==> src/rtl/rd_wptr_sync_level.sv <==
`default_nettype none
// +----------------------------------------------------------------------------+
// | Module      : rd_wptr_sync_level                                           |
// | Description : Read-domain receiver for the async FIFO write pointer.       |
// |               Synchronizes the gray write pointer into rclk, derives a     |
// |               registered fill level, an almost-empty flag and a sticky     |
// |               crossing-integrity error flag.                               |
// | Revision    : 1.0 - initial release                                        |
// +----------------------------------------------------------------------------+
module rd_wptr_sync_level #(
  parameter int ADDRSIZE    = 4,
  parameter int SYNC_STAGES = 2,
  parameter int AE_THRESH   = 1
) (
  input  logic                rclk,
  input  logic                rst,
  input  logic [ADDRSIZE:0]   graycode_wptr_async,
  input  logic [ADDRSIZE:0]   graycode_rptr,
  input  logic                clr_err,
  output logic [ADDRSIZE:0]   graycode_wptr_sync,
  output logic [ADDRSIZE:0]   rd_level,
  output logic                almost_empty,
  output logic                sync_err
);

  localparam int               c_PW    = ADDRSIZE + 1;
  // DEPTH = 2**ADDRSIZE fits exactly in the pointer width (MSB set).
  localparam logic [ADDRSIZE:0] c_DEPTH = {1'b1, {ADDRSIZE{1'b0}}};
  localparam logic [ADDRSIZE:0] c_AE    = c_PW'(AE_THRESH);

  // Gray to binary: each binary bit is the XOR of all gray bits at or above it.
  function automatic logic [ADDRSIZE:0] gray2bin(input logic [ADDRSIZE:0] g);
    logic [ADDRSIZE:0] b;
    b[ADDRSIZE] = g[ADDRSIZE];
    for (int i = ADDRSIZE - 1; i >= 0; i--) begin
      b[i] = b[i+1] ^ g[i];
    end
    return b;
  endfunction

  logic [ADDRSIZE:0] r_sync [SYNC_STAGES];
  logic [ADDRSIZE:0] r_level;
  logic              r_ae;
  logic              r_err;
  logic [ADDRSIZE:0] r_wbin_prev;
  logic              r_prev_valid;

  logic [ADDRSIZE:0] w_wbin;
  logic [ADDRSIZE:0] w_rbin;
  logic [ADDRSIZE:0] w_diff;
  logic [ADDRSIZE:0] w_step;
  logic              w_err;

  // Plain flop chain for the clock crossing; nothing sits between stages.
  always_ff @(posedge rclk or posedge rst) begin
    if (rst) begin
      for (int k = 0; k < SYNC_STAGES; k++) begin
        r_sync[k] <= '0;
      end
    end else begin
      r_sync[0] <= graycode_wptr_async;
      for (int k = 1; k < SYNC_STAGES; k++) begin
        r_sync[k] <= r_sync[k-1];
      end
    end
  end

  assign graycode_wptr_sync = r_sync[SYNC_STAGES-1];

  assign w_wbin = gray2bin(graycode_wptr_sync);
  assign w_rbin = gray2bin(graycode_rptr);
  // Wrap-around subtraction in pointer width gives occupancy and step directly.
  assign w_diff = w_wbin - w_rbin;
  assign w_step = w_wbin - r_wbin_prev;
  // Occupancy beyond DEPTH, or a step beyond DEPTH (backward motion), is corrupt.
  assign w_err  = (w_diff > c_DEPTH) | (r_prev_valid & (w_step > c_DEPTH));

  // Registered level/flags, previous write pointer and sticky error.
  always_ff @(posedge rclk or posedge rst) begin
    if (rst) begin
      r_level      <= '0;
      r_ae         <= 1'b1;
      r_err        <= 1'b0;
      r_wbin_prev  <= '0;
      r_prev_valid <= 1'b0;
    end else begin
      r_level      <= w_diff;
      r_ae         <= (w_diff <= c_AE);
      r_err        <= w_err | (r_err & ~clr_err);
      r_wbin_prev  <= w_wbin;
      r_prev_valid <= 1'b1;
    end
  end

  assign rd_level     = r_level;
  assign almost_empty = r_ae;
  assign sync_err     = r_err;

endmodule
`default_nettype wire

==> config.mk <==
export PLATFORM = sky130hd
export DESIGN_NAME = rd_wptr_sync_level
export DESIGN_NICKNAME = d
export VERILOG_FILES = /design/src/rtl/rd_wptr_sync_level.sv
export SDC_FILE = /design/constraint.sdc
export NUM_CORES = 1
export LEC_CHECK = 0
export CAP_MARGIN = 10
export CORE_UTILIZATION = 50
export CTS_CLUSTER_SIZE = 25
export DETAILED_ROUTE_END_ITERATION = 10
export PLACE_DENSITY_LB_ADDON = 0.1
export SLEW_MARGIN = 40
export SYNTH_ARGS = -nofsm -noshare
export SYNTH_HDL_FRONTEND = slang
export SYNTH_SLANG_ARGS = --single-unit
==> constraint.sdc <==
create_clock -name rclk -period 3.92 [get_ports rclk]
set_clock_uncertainty 0.1 [all_clocks]
set_input_delay 0.784 -clock rclk [delete_from_list [all_inputs] [get_ports rclk]]
set_output_delay 0.784 -clock rclk [all_outputs]
set_load 0.05 [all_outputs]
# After elaboration in Yosys (flattened, before gate mapping)
# Index checks and enable logic that the tools add are counted.
dict set report op_classes {
  n_addsub 2
  order_cmp 3
  bitwise 13
}
# cell n
set ops {}
lappend ops {{> comparator 5 bit (second input constant)} 2}
lappend ops {{subtractor 5 bit} 2}
lappend ops {{bitwise XOR 1 bit} 8}
lappend ops {{<= comparator 5 x 1 -> 1 bit (second input constant)} 1}
lappend ops {{AND 1 bit} 2}
lappend ops {{bitwise OR 1 bit} 2}
lappend ops {{NOT 1 bit} 1}
dict set report totals {
  reg_bits 23
  inputBits 13
  out_inout_bits 12
  wordCells 25
}

# Longest topological paths before layout
# Gate-level depths: netlist of run 1.
dict set report depth {
  word_depth 9
  depth_mapped 12
  ltp_nobuf 11
}

# Worst setup path before layout of run 1
# Ideal clock, no wire load.
dict set report synth_timing {
  path_type {input port to flip-flop}
  from {input graycode_rptr[3]}
  to {register r_err (netlist: sync_err)}
  setup_ps 134
  t_arrival_ps 3308
  required_time_ps 3686
  setup_slack_ps 378
  stages 9
  path_buffers 0
  cell_sequence {xor3_4 -> xnor2_1 -> xnor2_1 -> ha_1 -> inv_1 -> fa_1 -> or3_2 -> a311oi_1 -> o22ai_1}
}
dict set report synth_between {
  elab_chain_cells 8
}
# item line
set synth_rtl {}
lappend synth_rtl {{start: declaration} 18} ;# input logic [ADDRSIZE:0] graycode_rptr,
lappend synth_rtl {{bitwise XOR 1 bit *} 36} ;# b[i] = b[i+1] ^ g[i];
lappend synth_rtl {{bitwise XOR 1 bit (3 in series)} 36}
lappend synth_rtl {{subtractor 5 bit *} 73} ;# assign w_diff = w_wbin - w_rbin;
lappend synth_rtl {{> comparator 5 bit *} 76} ;# assign w_err = (w_diff > c_DEPTH) | (r_prev_valid & (w_step > c_DEPTH));
lappend synth_rtl {{bitwise OR 1 bit *} 76}
lappend synth_rtl {{bitwise OR 1 bit *} 89} ;# r_err <= w_err | (r_err & ~clr_err);
lappend synth_rtl {{end signal: assignment} 89}
lappend synth_rtl {{end: declaration} 44} ;# logic r_err;
# Every way passes the cells marked *; elsewhere a longest branch is shown, timed or not.

# Final worst setup path of run 1
# Ends and elaborated chain as after synthesis.

==> impl_metrics.json, run 1 <==
{
  "status": "finished clean",
  "cp-start-kind": "primary input",
  "max_freq_ghz": 0.275,
  "std_cell_rows": 17,
  "hold_viol": 0,
  "worstPathRequired_ns": 4.01,
  "cts.reportedPaths.clkPinSlew_ns": 0.13,
  "yosysWarnings": 0,
  "cts_root_buffer": "clkbuf_4",
  "r2r_cells": 9,
  "die_y_um": 52.1,
  "relSlewSlack": 0.666,
  "drt_first_pass_iters": 4,
  "path_delay_family": "XOR/XNOR gates",
  "drive_gt1_frac": 0.189,
  "synth_edf_count": 0,
  "vias_per_cell": 4.95,
  "core-area_um2": 2280,
  "design_area_um2": 1560,
  "drv_slew": 0,
  "p_comb_frac": 0.528,
  "netlist_area_um2": 1250,
  "path_depth": 10,
  "ys_ff_latch": 23,
  "routedWlPerCell_um": 13.1,
  "synth.distinct_cells": 42,
  "placed_area_um2": 1530,
  "path_cells": "clkdlybuf4s50_1, xor3_4, xnor2_1, xnor2_1, ha_1, inv_1, fa_1, or3_2, a311oi_1, o22ai_1",
  "drv_cap": 0,
  "antennaDiodeCount": 0,
  "setup_viol": 0,
  "grt_usage": 0.171,
  "syn_area_per_cell_um2": 12.7,
  "grt_overflow_total": 0,
  "vdd_drop_max_mv": 0.662,
  "rsz0062_at_grt": "no",
  "vias": 767,
  "critical-path-max-stage-delay_ns": 0.52,
  "drc": 0,
  "synth_top_area_share": 0.440,
  "p_seq_frac": 0.346,
  "r2r_slack_ns": 0.55,
  "htreeDepth": 1,
  "worst_pin_slew_ns": 0.499,
  "mostFrequentLayoutCells": "clkdlybuf4s50_1 (24), dfrtp_1 (22), inv_1 (10)",
  "dp.cells": 151,
  "synth_area_leader_cell": "dfrtp_1",
  "p_int_mw": 0.517,
  "grt_pass1_vias": 788,
  "power_density_nw_per_um2": 558,
  "synth_area_leaders": "dfrtp_1 (44%), xnor2_1 (5.6%), ha_1 (5.0%), xnor3_4 (4.2%), xor2_1 (3.5%)",
  "dominantRegCellSynth": "dfrtp_1",
  "switching_share": 0.406,
  "drt_iter0_drc": 6,
  "crit_path_end_kind": "register",
  "syn-num-nets": 119,
  "clock_sinks": 23,
  "grt_max_degree": 24,
  "holdBufCountCts": 0,
  "antenna_found_initial": 0,
  "cp_num_buf_inv": 2,
  "crit_path_end": "sync_err$_DFF_PP0_",
  "synthArstFlopShare": 1.00,
  "p_leak_nw": 0.701,
  "crit_type": "in2reg",
  "nFillCells": 164,
  "die_x_um": 52.1,
  "whs_ns": 0.264,
  "hp-class": "reg2reg",
  "worst_r2r_endpoint": "sync_err$_DFF_PP0_",
  "clock_path_buffers": 2,
  "io_buffers": 24,
  "cts_tree": "done",
  "post-route-util": 0.684,
  "ys_seq_area_frac": 0.461,
  "start_util": 0.550,
  "crit_fanout": 3,
  "synthCells": 99,
  "numCtsBuffers": 3,
  "post_cts_buffers": 0,
  "arrival_ns": 3.73,
  "ios": 25,
  "cpMostUsedCell": "xnor2_1",
  "nets": 148,
  "die_area_um2": 2710,
  "hold_path_depth": 0,
  "clock_power_share": 0.126,
  "clk_latency_ns": 0.32,
  "fin_total_pwr_mw": 0.869,
  "switching_power_mw": 0.352,
  "detail-route-antenna-nets": 0,
  "drt_wl_total_mm": 2.03,
  "period_minus_slack_ns": 3.64,
  "period_share": 0.929,
  "timing.rr.start": "graycode_wptr_sync[2]$_DFF_PP0_",
  "dp.final_hpwl_mm": 1.61,
  "place.gp.congestion": 0.808,
  "final_common_cell": "clkdlybuf4s50_1",
  "grt_pass1_wl_mm": 3.28,
  "cp-startpoint": "graycode_rptr[3]",
  "syn_to_final_growth_pct": 24.3,
  "layout.cells.non_filler": 155,
  "slowest_stage": "xor3_4",
  "cts-resized-gates": 0
}
## worst min-delay path by stage
stage | start | end | slack [ns]
floorplan | r_sync[5]$_DFF_PP0_ | graycode_wptr_sync[0]$_DFF_PP0_ | 0.23
global placement | r_sync[8]$_DFF_PP0_ | graycode_wptr_sync[3]$_DFF_PP0_ | 0.23
detailed placement | r_sync[5]$_DFF_PP0_ | graycode_wptr_sync[0]$_DFF_PP0_ | 0.23
CTS | r_sync[5]$_DFF_PP0_ | graycode_wptr_sync[0]$_DFF_PP0_ | 0.26
global route | r_sync[5]$_DFF_PP0_ | graycode_wptr_sync[0]$_DFF_PP0_ | 0.27
finish | r_sync[5]$_DFF_PP0_ | graycode_wptr_sync[0]$_DFF_PP0_ | 0.26
## registers in the layout (all words and copies together), names as in the netlist
signal / count
graycode_wptr_sync: 5
r_sync: 5
r_wbin_prev: 5
rd_level: 5
almost_empty: 1
r_prev_valid: 1
sync_err: 1
## kinds of logic (layout without fill, tap and decap cells)
logic type                 after synthesis  count (layout)  share of synthesized area
buffers and inverters                   18              46                     0.0759
adders and majority gates                8               8                     0.0899
muxes                                    1               1                    0.00799
DFF                                     23              23                      0.461
AOI/OAI and AO/OA                       13              13                     0.0889
xor gates and xnor gates                17              17                      0.175
and+or+nand+nor                         18              18                     0.0989
other                                    1               1                    0.00299
## synth_stat cells (2+ instances only)
master    n
o21a_1    2
buf_4     5
xnor2_1   8
fa_1      2
inv_1    11
xor2_1    5
xnor3_4   2
dfrtp_1  22
ha_1      5
nor2b_1   5
## power by group through the flow
| stage | registers [mW] | clock network [mW] | logic (mW) |
|---|---|---|---|
| global placement | 0.304 | 0 | 0.454 |
| global route | 0.306 | 0.121 | 0.494 |
| finish | 0.301 | 0.109 | 0.459 |
| floorplan | 0.421 | 0 | 0.208 |
| CTS | 0.301 | 0.113 | 0.462 |
| detailed placement | 0.306 | 0 | 0.461 |
## cell type report
cell class	instances	area, um2	share of cell area
clock buffers	3	22.5	0.0145
clock inverters	1	7.51	0.00482
flip-flops and latches	23	577	0.371
well taps	28	35.0	0.0225
repair buffers	31	293	0.188
inverters	11	41.3	0.0265
multi-input cells	58	581	0.373
## metrics by stage
step	worst slack, ns	setup TNS (ns)
after floorplan	0.378	0
after global placement	0.00919	0
after detailed placement	-0.0745	-0.134
after CTS	0.264	0
after global routing	0.132	0
final	0.280	0
## layer usage
metal	part of all wire	track usage
met1	0.46	0.208
met2	0.49	0.295
met3	0.030	0.0292
met4	0.013	0.0766
met5	0	0
Power figures use the tool's default switching activity.
==> run 2, diff against run 1 <==
Clock period 3.92 ns to 4.4 ns, I/O delays scaled along.
==> run 2 against run 1 <==
  * Routed wire length decreased by 4.3%
  * Sequential power decreased by 11%
  * Register-to-register slack improved by 0.32 ns
  * Combinational power decreased by 14%
  * Via count decreased by 2.3%
==> impl_metrics.json, run 2 (same netlist as run 1, synthesis figures left out) <==
{
  "grt_pass1_vias": 776,
  "core-area_um2": 2280,
  "cts_tree": "done",
  "io_buffers": 24,
  "arrival_ns": 4.05,
  "grt_overflow_total": 0,
  "hold_viol": 0,
  "final_common_cell": "clkdlybuf4s50_1",
  "clk_latency_ns": 0.29,
  "hp-start": "r_sync[8]$_DFF_PP0_",
  "holdBufCountCts": 0,
  "setup_viol": 0,
  "numCtsBuffers": 3,
  "critical-path-max-stage-delay_ns": 0.52,
  "max_freq_ghz": 0.252,
  "mostFrequentLayoutCells": "clkdlybuf4s50_1 (24), dfrtp_1 (22), inv_1 (10)",
  "vias_per_cell": 5.03,
  "crit_type": "in2reg",
  "rsz0062_at_grt": "no",
  "grt_usage": 0.172,
  "period_share": 0.900,
  "antenna_found_initial": 0,
  "grt_pass1_wl_mm": 3.37,
  "path_depth": 10,
  "vias": 749,
  "path_delay_family": "XOR/XNOR gates",
  "dp_slack_ns": 0.0762,
  "start_util": 0.550,
  "drt_first_pass_iters": 3,
  "drt_iter0_drc": 6,
  "cpMostUsedCell": "xnor2_1",
  "cp-startpoint": "graycode_rptr[3]",
  "hp-class": "reg2reg",
  "r2r_cells": 9,
  "slowest_stage": "or3_2",
  "worst_pin_slew_ns": 0.497,
  "hold_path_depth": 0,
  "power_density_nw_per_um2": 503,
  "drive_gt1_frac": 0.149,
  "period_minus_slack_ns": 3.96,
  "cts_root_buffer": "clkbuf_4",
  "die_area_um2": 2710,
  "placed_area_um2": 1480,
  "dp.final_hpwl_mm": 1.55,
  "drt_wl_total_mm": 1.94,
  "htreeDepth": 1,
  "die_y_um": 52.1,
  "fin_total_pwr_mw": 0.760,
  "status": "finished clean",
  "vdd_drop_max_mv": 0.310,
  "drv_cap": 0,
  "tns_ns": 0,
  "crit_fanout": 5,
  "cp_num_buf_inv": 2,
  "crit_path_end_kind": "register",
  "cts.reportedPaths.clkPinSlew_ns": 0.13,
  "grt_max_degree": 24,
  "drc": 0,
  "nFillCells": 188,
  "antennaDiodeCount": 0,
  "clock_sinks": 23,
  "relSlewSlack": 0.668,
  "nets": 142,
  "p_leak_nw": 0.673,
  "routedWlPerCell_um": 13.0,
  "place.gp.congestion": 0.829,
  "cts-resized-gates": 0,
  "design_area_um2": 1510,
  "worstPathRequired_ns": 4.49,
  "die_x_um": 52.1,
  "clock_path_buffers": 2,
  "std_cell_rows": 17,
  "r2r_slack_ns": 0.87,
  "detail-route-antenna-nets": 0,
  "post_cts_buffers": 0,
  "path_cells": "clkdlybuf4s50_1, xor3_4, xnor2_1, xnor2_1, ha_1, inv_1, fa_1, or3_2, a311oi_1, o22ai_1",
  "cp-start-kind": "primary input",
  "ios": 25,
  "setup_ws_ns": 0.439,
  "drv_slew": 0,
  "timing.rr.start": "graycode_wptr_sync[4]$_DFF_PP0_",
  "syn_to_final_growth_pct": 20.7
}
[run 2: report_power, final]
group          switching (mW)  leakage (nW)  internal, mW
clock network          0.0608        0.0139        0.0345
logic                   0.235         0.394         0.161
registers              0.0159         0.265         0.253
total                   0.311         0.673         0.448
[run 2: routing by layer]
| metal | share of wire | GRT usage | up-vias |
|---|---|---|---|
| met4 | 0.0082 | 0.0541 | 0 |
| met5 | 0 | 0 | - |
| met2 | 0.51 | 0.301 | 14 |
| met1 | 0.45 | 0.216 | 368 |
| li1 | - | - | 365 |
| met3 | 0.028 | 0.0263 | 2 |
[run 2: metrics by stage]
step           hold slack (ns)   util  std cells
6_report                 0.261  0.664        149
5_1_grt                  0.273  0.664        149
4_1_cts                  0.266  0.664        149
3_5_place_dp             0.236  0.651        145
3_3_place_gp             0.232  0.651        145
2_1_floorplan            0.231      -         99
[run 2: area by class of cell]
cell class                      count  area (um2)  area share
Timing Repair Buffer               25         248       0.164
Clock buffer                        3        22.5      0.0149
Clock inverter                      1        7.51     0.00497
Inverter                           11        41.3      0.0273
Multi-Input combinational cell     58         581       0.384
Sequential cell                    23         577       0.382
Tap cell                           28        35.0      0.0232
[run 2: worst paths after layout]
path / to
worst max-delay path: sync_err$_DFF_PP0_
worst min-delay path: graycode_wptr_sync[3]$_DFF_PP0_
worst max register to register: sync_err$_DFF_PP0_
worst min register to register: graycode_wptr_sync[3]$_DFF_PP0_
max in group asynchronous: almost_empty$_DFF_PP1_
min in group asynchronous: r_wbin_prev[1]$_DFF_PP0_
